==> config.mk <==
export PLATFORM = sky130hd
export DESIGN_NAME = rx_window_sched
export DESIGN_NICKNAME = d
export VERILOG_FILES = /design/src/rtl/rx_window_sched.sv
export SDC_FILE = /design/constraint.sdc
export NUM_CORES = 1
export LEC_CHECK = 0
export ABC_AREA = 1
export CAP_MARGIN = 25
export CORE_MARGIN = 2
export CORE_UTILIZATION = 55
export DETAILED_ROUTE_END_ITERATION = 16
export GPL_ROUTABILITY_DRIVEN = 0
export HOLD_SLACK_MARGIN = 0.02
export PLACE_DENSITY = 0.86
export SKIP_CTS_REPAIR_TIMING = 1
export SLEW_MARGIN = 20
export SYNTH_ARGS = -nofsm -noshare
export SYNTH_HDL_FRONTEND = slang
export SYNTH_SLANG_ARGS = --single-unit
==> constraint.sdc <==
create_clock -name ck -period 4.3 [get_ports ck]
set_input_delay 0.86 -clock ck [delete_from_list [all_inputs] [get_ports ck]]
set_output_delay 0.86 -clock ck [all_outputs]
set_load 0.1 [all_outputs]
==> src/rtl/rx_window_sched.sv <==
// Round-robin RX window scheduler: warm-up, active window, cool-down on one shared receive path.
// Optional post-window guard interval is built when RXSCHED_GUARD_EN is defined.
module rx_window_sched #(
    parameter int NREQ       = 4,
    parameter int LEN_W      = 8,
    parameter int WARMUP_CYC = 4,
    parameter int GUARD_CYC  = 2
) (
    input  logic                    ck,
    input  logic                    arst,
    input  logic                    isolateM1M3,
    input  logic [NREQ-1:0]         req,
    input  logic [NREQ*LEN_W-1:0]   req_len,
    output logic [NREQ-1:0]         gnt,
    output logic [NREQ-1:0]         done,
    output logic                    aborted,
    output logic                    rx_warm,
    output logic                    radioRxEn
);

    localparam int PTR_W = $clog2(NREQ);
    localparam int WU_W  = $clog2(WARMUP_CYC + 1);
    localparam int GD_W  = $clog2(GUARD_CYC + 1);
    localparam int CNT_A = (LEN_W > WU_W) ? LEN_W : WU_W;
    localparam int CNT_W = (CNT_A > GD_W) ? CNT_A : GD_W;

`ifdef RXSCHED_GUARD_EN
    localparam bit GUARD_ON = 1'b1;
`else
    localparam bit GUARD_ON = 1'b0;
`endif

    typedef enum logic [2:0] {
        S_IDLE     = 3'd0,
        S_WARMUP   = 3'd1,
        S_ACTIVE   = 3'd2,
        S_COOLDOWN = 3'd3,
        S_GUARD    = 3'd4
    } state_t;

    state_t             r_state;
    logic [CNT_W-1:0]   r_cnt;
    logic [LEN_W-1:0]   r_len;
    logic [PTR_W-1:0]   r_owner;
    logic [PTR_W-1:0]   r_ptr;
    logic [NREQ-1:0]    r_gnt;
    logic [NREQ-1:0]    r_done;
    logic               r_aborted;
    logic               r_rx_warm;
    logic               r_rx_en;

    state_t             w_state_nxt;
    logic [CNT_W-1:0]   w_cnt_nxt;
    logic [LEN_W-1:0]   w_len_nxt;
    logic [PTR_W-1:0]   w_owner_nxt;
    logic [PTR_W-1:0]   w_ptr_nxt;
    logic               w_abort;
    logic [2*NREQ-1:0]  w_rot;
    logic               w_found;
    logic [PTR_W:0]     w_sum;
    logic [PTR_W:0]     w_adv;
    logic [PTR_W-1:0]   w_win;
    logic [PTR_W-1:0]   w_ptr_adv;
    logic [LEN_W-1:0]   w_win_len;
    logic [NREQ-1:0]    w_owner_oh;

    assign gnt       = r_gnt;
    assign done      = r_done;
    assign aborted   = r_aborted;
    assign rx_warm   = r_rx_warm;
    assign radioRxEn = r_rx_en;

    // Round-robin pick: rotate requests so the pointer lands at bit 0, take the first set bit.
    always_comb begin
        w_rot     = {req, req} >> r_ptr;
        w_found   = 1'b0;
        w_sum     = '0;
        w_win     = '0;
        w_win_len = '0;
        for (int k = 0; k < NREQ; k++) begin
            if (!w_found && w_rot[k]) begin
                w_found = 1'b1;
                w_sum   = {1'b0, r_ptr} + (PTR_W+1)'(k);
                w_win   = (w_sum >= (PTR_W+1)'(NREQ)) ? PTR_W'(w_sum - (PTR_W+1)'(NREQ))
                                                      : PTR_W'(w_sum);
            end else begin
                w_found = w_found;
            end
        end
        for (int i = 0; i < NREQ; i++) begin
            if (w_win == PTR_W'(i)) begin
                w_win_len = req_len[i*LEN_W +: LEN_W];
            end else begin
                w_win_len = w_win_len;
            end
        end
        w_adv     = {1'b0, w_win} + (PTR_W+1)'(1);
        w_ptr_adv = (w_adv == (PTR_W+1)'(NREQ)) ? '0 : PTR_W'(w_adv);
    end

    // Next-state sequencing of the window phases, including isolation abort.
    always_comb begin
        w_state_nxt = r_state;
        w_cnt_nxt   = r_cnt;
        w_len_nxt   = r_len;
        w_owner_nxt = r_owner;
        w_ptr_nxt   = r_ptr;
        w_abort     = 1'b0;
        case (r_state)
            S_IDLE: begin
                if (w_found && !isolateM1M3) begin
                    w_state_nxt = S_WARMUP;
                    w_cnt_nxt   = CNT_W'(WARMUP_CYC - 1);
                    w_len_nxt   = w_win_len;
                    w_owner_nxt = w_win;
                    w_ptr_nxt   = w_ptr_adv;
                end else begin
                    w_state_nxt = S_IDLE;
                end
            end
            S_WARMUP: begin
                if (isolateM1M3) begin
                    w_state_nxt = S_IDLE;
                    w_abort     = 1'b1;
                end else if (r_cnt == '0) begin
                    if (r_len != '0) begin
                        w_state_nxt = S_ACTIVE;
                        w_cnt_nxt   = CNT_W'(r_len) - CNT_W'(1);
                    end else begin
                        w_state_nxt = S_COOLDOWN;
                    end
                end else begin
                    w_cnt_nxt = r_cnt - CNT_W'(1);
                end
            end
            S_ACTIVE: begin
                if (isolateM1M3) begin
                    w_state_nxt = S_IDLE;
                    w_abort     = 1'b1;
                end else if (r_cnt == '0) begin
                    w_state_nxt = S_COOLDOWN;
                end else begin
                    w_cnt_nxt = r_cnt - CNT_W'(1);
                end
            end
            S_COOLDOWN: begin
                if (GUARD_ON && (GUARD_CYC > 0)) begin
                    w_state_nxt = S_GUARD;
                    w_cnt_nxt   = CNT_W'(GUARD_CYC - 1);
                end else begin
                    w_state_nxt = S_IDLE;
                end
            end
            S_GUARD: begin
                if (r_cnt == '0) begin
                    w_state_nxt = S_IDLE;
                end else begin
                    w_cnt_nxt = r_cnt - CNT_W'(1);
                end
            end
            default: begin
                w_state_nxt = S_IDLE;
            end
        endcase
    end

    // One-hot decode of the owner that will hold the path next cycle.
    always_comb begin
        w_owner_oh = '0;
        for (int i = 0; i < NREQ; i++) begin
            w_owner_oh[i] = (w_owner_nxt == PTR_W'(i));
        end
    end

    // State, datapath and registered outputs; outputs decode the upcoming state.
    always_ff @(posedge ck) begin
        if (arst) begin
            r_state   <= S_IDLE;
            r_cnt     <= '0;
            r_len     <= '0;
            r_owner   <= '0;
            r_ptr     <= '0;
            r_gnt     <= '0;
            r_done    <= '0;
            r_aborted <= 1'b0;
            r_rx_warm <= 1'b0;
            r_rx_en   <= 1'b0;
        end else begin
            r_state   <= w_state_nxt;
            r_cnt     <= w_cnt_nxt;
            r_len     <= w_len_nxt;
            r_owner   <= w_owner_nxt;
            r_ptr     <= w_ptr_nxt;
            r_gnt     <= ((w_state_nxt == S_WARMUP) || (w_state_nxt == S_ACTIVE) ||
                          (w_state_nxt == S_COOLDOWN)) ? w_owner_oh : '0;
            r_done    <= (w_state_nxt == S_COOLDOWN) ? w_owner_oh : '0;
            r_aborted <= w_abort;
            r_rx_warm <= (w_state_nxt == S_WARMUP) || (w_state_nxt == S_ACTIVE);
            r_rx_en   <= (w_state_nxt == S_ACTIVE);
        end
    end

endmodule

==> impl.org <==
** Run status
- The flow ran to the end, and the final reports show no timing, DRC or antenna violations.

** Global route
- Global routing used about a quarter of the available tracks across all layers.
- Largest net degree at the start of global routing :: 20
- Total global routing overflow :: 0
- The first global-routing pass estimated 8570 um of wire.
- The initial antenna violation count was 0.
- The via count of the first global-routing pass came to between 2000 and 2500.

** Final layout
- Commonest non-fill, non-tap cells in the layout :: sky130_fd_sc_hd__nand2_1 (79), sky130_fd_sc_hd__clkdlybuf4s50_1 (49), sky130_fd_sc_hd__nor2_1 (42), sky130_fd_sc_hd__inv_1 (40), sky130_fd_sc_hd__dfxtp_1 (34)
- Util after Layout :: between 70% and 80%
- Area growth from synthesis to final layout :: 25.4%
- Post-route insts no fill :: 437
- In the final design database the tool counted ~430 nets.
- Of the cells placed in the final design, the portion with a size suffix greater than 1 is 6.72%.
- Post-layout instance area :: between 2000 and 3000 um2
- Antenna fix cells :: 0
- The library cell used most frequently in the layout, excluding fill and tap cells, is sky130_fd_sc_hd__nand2_1.
- Fill cells in the final layout number 324.

** Clock network
- Clock tree synthesis found a total of 34 sinks.
- At the later pin of the worst-skew pair, clock insertion delay measures 0.29 ns.
- Deepest clock path buffer count :: 2
- TritonCTS built the clock tree.
- The H-tree was split into 2 levels.
- The number of clock buffers added by TritonCTS is 5.
- CTS placed an instance of sky130_fd_sc_hd__clkbuf_8 at the clock tree root.
- Clock-pin slew was measured on the worst setup and hold paths at 0.07 ns.

** Critical path
- Along the worst path, the maximum fanout reaches 9.
- Data arrives at the worst endpoint at 3.62 ns.
- CP peak stage delay :: approximately 0.51 ns
- The worst register-to-register path begins at r_ptr[0].
- The most critical setup path has its startpoint at req[0].
- Crit path kind :: input pin to register
- Critical Path Source Type :: input pin
- By instance count, the cell type seen most on the critical path is sky130_fd_sc_hd__nand2_1.
- The critical path goes through clkdlybuf4s50_1 > nand2_1 > nand3_1 > nand2_2 > a21oi_1 > nand2_1 > nand2_1 > inv_1 > nand2_1 > inv_1 > ha_1 > nor2_1 > a22oi_1 > o211ai_1 > o21ai_0 > a21oi_1.
- The largest individual stage delay along the critical path comes from the cell sky130_fd_sc_hd__clkdlybuf4s50_1.
- The worst setup path is captured at a register.
- At the worst endpoint, the required time is between 4 and 5 ns.

** Route
- Dividing the detail-routed wire length by the instance count gives ~12 um.
- Drc violations :: 0
- Routed length on met1 :: 2240 um
- After detailed routing, no signal wire sits above met4.
- Routed vias :: 2334
- Wire segments on met3 add up to 288 um in the final route.
- The count of nets left with antenna violations once routing finished came out at 0.
- Routed Wire Length :: between 5000 and 6000 um
- For this run, the detailed router's first-pass iteration total came to 5.
- Wire segments on met2 add up to about 2500 um in the final route.
- DRC marker count from the first detailed-route iteration :: 136
- In the routed layout, each cell is associated on average with a via count of between 5 and 6.

** Yosys
- The mapped netlist covers about 2300 um2.
- Part of the Yosys area used for sequential elements :: a little under a third
- Of the total synthesized cell area, the portion taken by full adders, half adders and majority gates is approximately 3.9%.
- #FFs+latches synth :: 34
- For this run, the number of Yosys warnings is 0.
- Summing the areas of all compound-gate instances in the mapped netlist gives between 10% and 20% of the synthesized area.
- Mux share of post-synthesis cell area :: 0%
- Simple-gate portion of the synthesized area :: ~33%
- Synthesis produced a netlist whose cell count is 340.
- Summed over all instances, the cell type with the most area after synthesis is sky130_fd_sc_hd__dfxtp_1.
- Xor/xnor share of the synthesized area :: just over 5%
- Syn nets :: approximately 390
- The synthesized netlist contains 27 unique library cells.
- Avg Synthesized Cell Area :: between 6 and 7 um2
- Dominant combinational cell family by area after synthesis :: simple AND/OR/NAND/NOR gates
- In the post-synthesis netlist, the biggest area contributors are sky130_fd_sc_hd__dfxtp_1 (30%), sky130_fd_sc_hd__nand2_1 (13%), sky130_fd_sc_hd__nor2_1 (7.0%), sky130_fd_sc_hd__inv_1 (6.7%), sky130_fd_sc_hd__o21ai_0 (5.8%).
- Area share of the leading cell type in the synthesized netlist :: a little under a third

** STA
- The worst path uses a little under 80% of the clock period.
- Period minus WS final :: around 3.4 ns
- Headroom to the max-slew limit :: 34.2%
- Between clock sinks in the finished design, the worst skew comes to roughly 0.003 ns.
- Unrepaired setup endpoints after global routing :: no
- Setup violations remaining at the end of the flow were counted as 0.
- The count of pins over their slew limit was 0.
- For this run, the top clock speed supported by timing is 0.295 GHz.
- Summed over all failing endpoints, the final setup total negative slack is 0 ns.
- For the pin with the worst max-slew slack, the measured transition is just under 1 ns.
- Once routing completed, OpenROAD measured the worst setup slack at roughly 0.91 ns.
- Number of endpoints with negative hold slack in the final report :: 0

** Place
- Post-DP Area :: approximately 2700 um2
- After detailed placement, the design holds a cell count of 429.
- Buffers placed on the I/O ports in this run total 49.
- Detailed placer's ending HPWL :: between 3000 and 4000 um
- Prior to clock tree synthesis, the placed netlist has a worst setup slack of between 0.6 and 0.7 ns.

** Hold path
- Hold path start :: r_cnt[1]
- The tightest min-delay check is of the register to register type.

** Power and ir drop
- Across the VDD grid, the largest voltage drop is roughly 430 uV.
- Power spread over the standard cell area amounts to between 600 and 700 nW/um2.
- The analysis attributes to cell leakage a power of between 1 and 1.5 nW.

** Floorplan
- The die covers around 4600 um2.
- Row count :: 23
- 50 I/O pins were placed.
- Die span in x :: between 60 and 70 um
- The core region is between 3000 and 4000 um2.
- Measured along the y axis, the die boundary spans 68.0 um.
- Initial standard-cell utilization of the core :: 56.7%

** Job
- The tool flagged a number of max-cap violations equal to 0.
-- layout make-up --
class / count / area (um2) / area share [%]
multi-input combinational: 252 / 1330 / 47.1
sequential: 34 / 681 / 24.1
timing repair buffer: 49 / 490 / 17.4
inverter: 44 / 165 / 5.84
clock buffer: 6 / 82.6 / 2.92
tap: 50 / 62.6 / 2.21
clock inverter: 2 / 12.5 / 0.443
-- synthesized netlist by cell type --
| master | number |
|---|---|
| sky130_fd_sc_hd__inv_2 | 4 |
| sky130_fd_sc_hd__nor3_1 | 3 |
| sky130_fd_sc_hd__nand4_1 | 4 |
| sky130_fd_sc_hd__nand4_4 | 1 |
| sky130_fd_sc_hd__dfxtp_1 | 34 |
| sky130_fd_sc_hd__nand2_4 | 1 |
| sky130_fd_sc_hd__nor2_4 | 2 |
| sky130_fd_sc_hd__buf_6 | 5 |
| sky130_fd_sc_hd__o21ai_1 | 1 |
| sky130_fd_sc_hd__xnor2_1 | 5 |
| sky130_fd_sc_hd__nand2_1 | 79 |
| sky130_fd_sc_hd__o21bai_1 | 1 |
| sky130_fd_sc_hd__o21ai_0 | 26 |
| sky130_fd_sc_hd__nor2_1 | 42 |
| sky130_fd_sc_hd__o21ai_2 | 1 |
| sky130_fd_sc_hd__nand2_2 | 5 |
| sky130_fd_sc_hd__nand3_2 | 3 |
| sky130_fd_sc_hd__o22ai_1 | 3 |
| sky130_fd_sc_hd__nor3_2 | 1 |
| sky130_fd_sc_hd__clkbuf_1 | 5 |
| sky130_fd_sc_hd__inv_1 | 40 |
| sky130_fd_sc_hd__nand3_1 | 25 |
| sky130_fd_sc_hd__o211ai_1 | 8 |
| sky130_fd_sc_hd__ha_1 | 7 |
| sky130_fd_sc_hd__a22oi_1 | 10 |
| sky130_fd_sc_hd__a21oi_1 | 16 |
| sky130_fd_sc_hd__xor2_1 | 8 |
-- registers in the layout (all words and copies together) (netlist names), 2 cells and up --
name     count
r_cnt        8
r_len        8
r_state      3
gnt          4
done         4
r_owner      2
r_ptr        2
-- per-layer routing --
metal / vias to the layer above / global-route usage [%]
li1: 1201 / -
met1: 1051 / 26.7
met2: 69 / 43.1
met3: 13 / 5.92
met4: 0 / 9.75
met5: - / 0
-- where the power goes --
part | internal [mW] | total [mW] | switching (mW)
clock | 0.129 | 0.245 | 0.116
combinational | 0.425 | 1.17 | 0.742
sequential | 0.390 | 0.458 | 0.0689
total | 0.943 | 1.87 | 0.927
-- critical path: cells and delay by family --
family	cells	cell delay, ns
buffers and inverters	3	0.63
AOI/OAI and AO/OA	5	0.76
and+or+nand+nor	7	1.05
adders and majority gates	1	0.31
-- path summary, 6_finish.rpt --
check | end | cells past startpoint | slack, ns
hold / removal | r_cnt[1] | 2 | 0.49
hold reg to reg | r_cnt[1] | 2 | 0.49
setup / recovery | r_len[7] | 16 | 0.91
setup reg to reg | r_len[7] | 17 | 1.25
-- stage by stage --
| step | total power, mW | hold WS, ns |
|---|---|---|
| 2_1_floorplan | 1.41 | 0.454 |
| 3_3_place_gp | 1.59 | 0.466 |
| 3_5_place_dp | 1.62 | 0.474 |
| 4_1_cts | 1.87 | 0.489 |
| 5_1_grt | 2.05 | 0.523 |
| 6_report | 1.87 | 0.487 |
-- logic make-up (layout without fill, tap and decap cells) --
group | after synthesis | count (layout)
AOI/OAI and AO/OA | 66 | 66
xor gates and xnor gates | 13 | 13
adders and majority gates | 7 | 7
buffers and inverters | 54 | 101
DFF | 34 | 34
and+or+nand+nor | 166 | 166
Note: power is estimated with default switching activity, not from simulation.
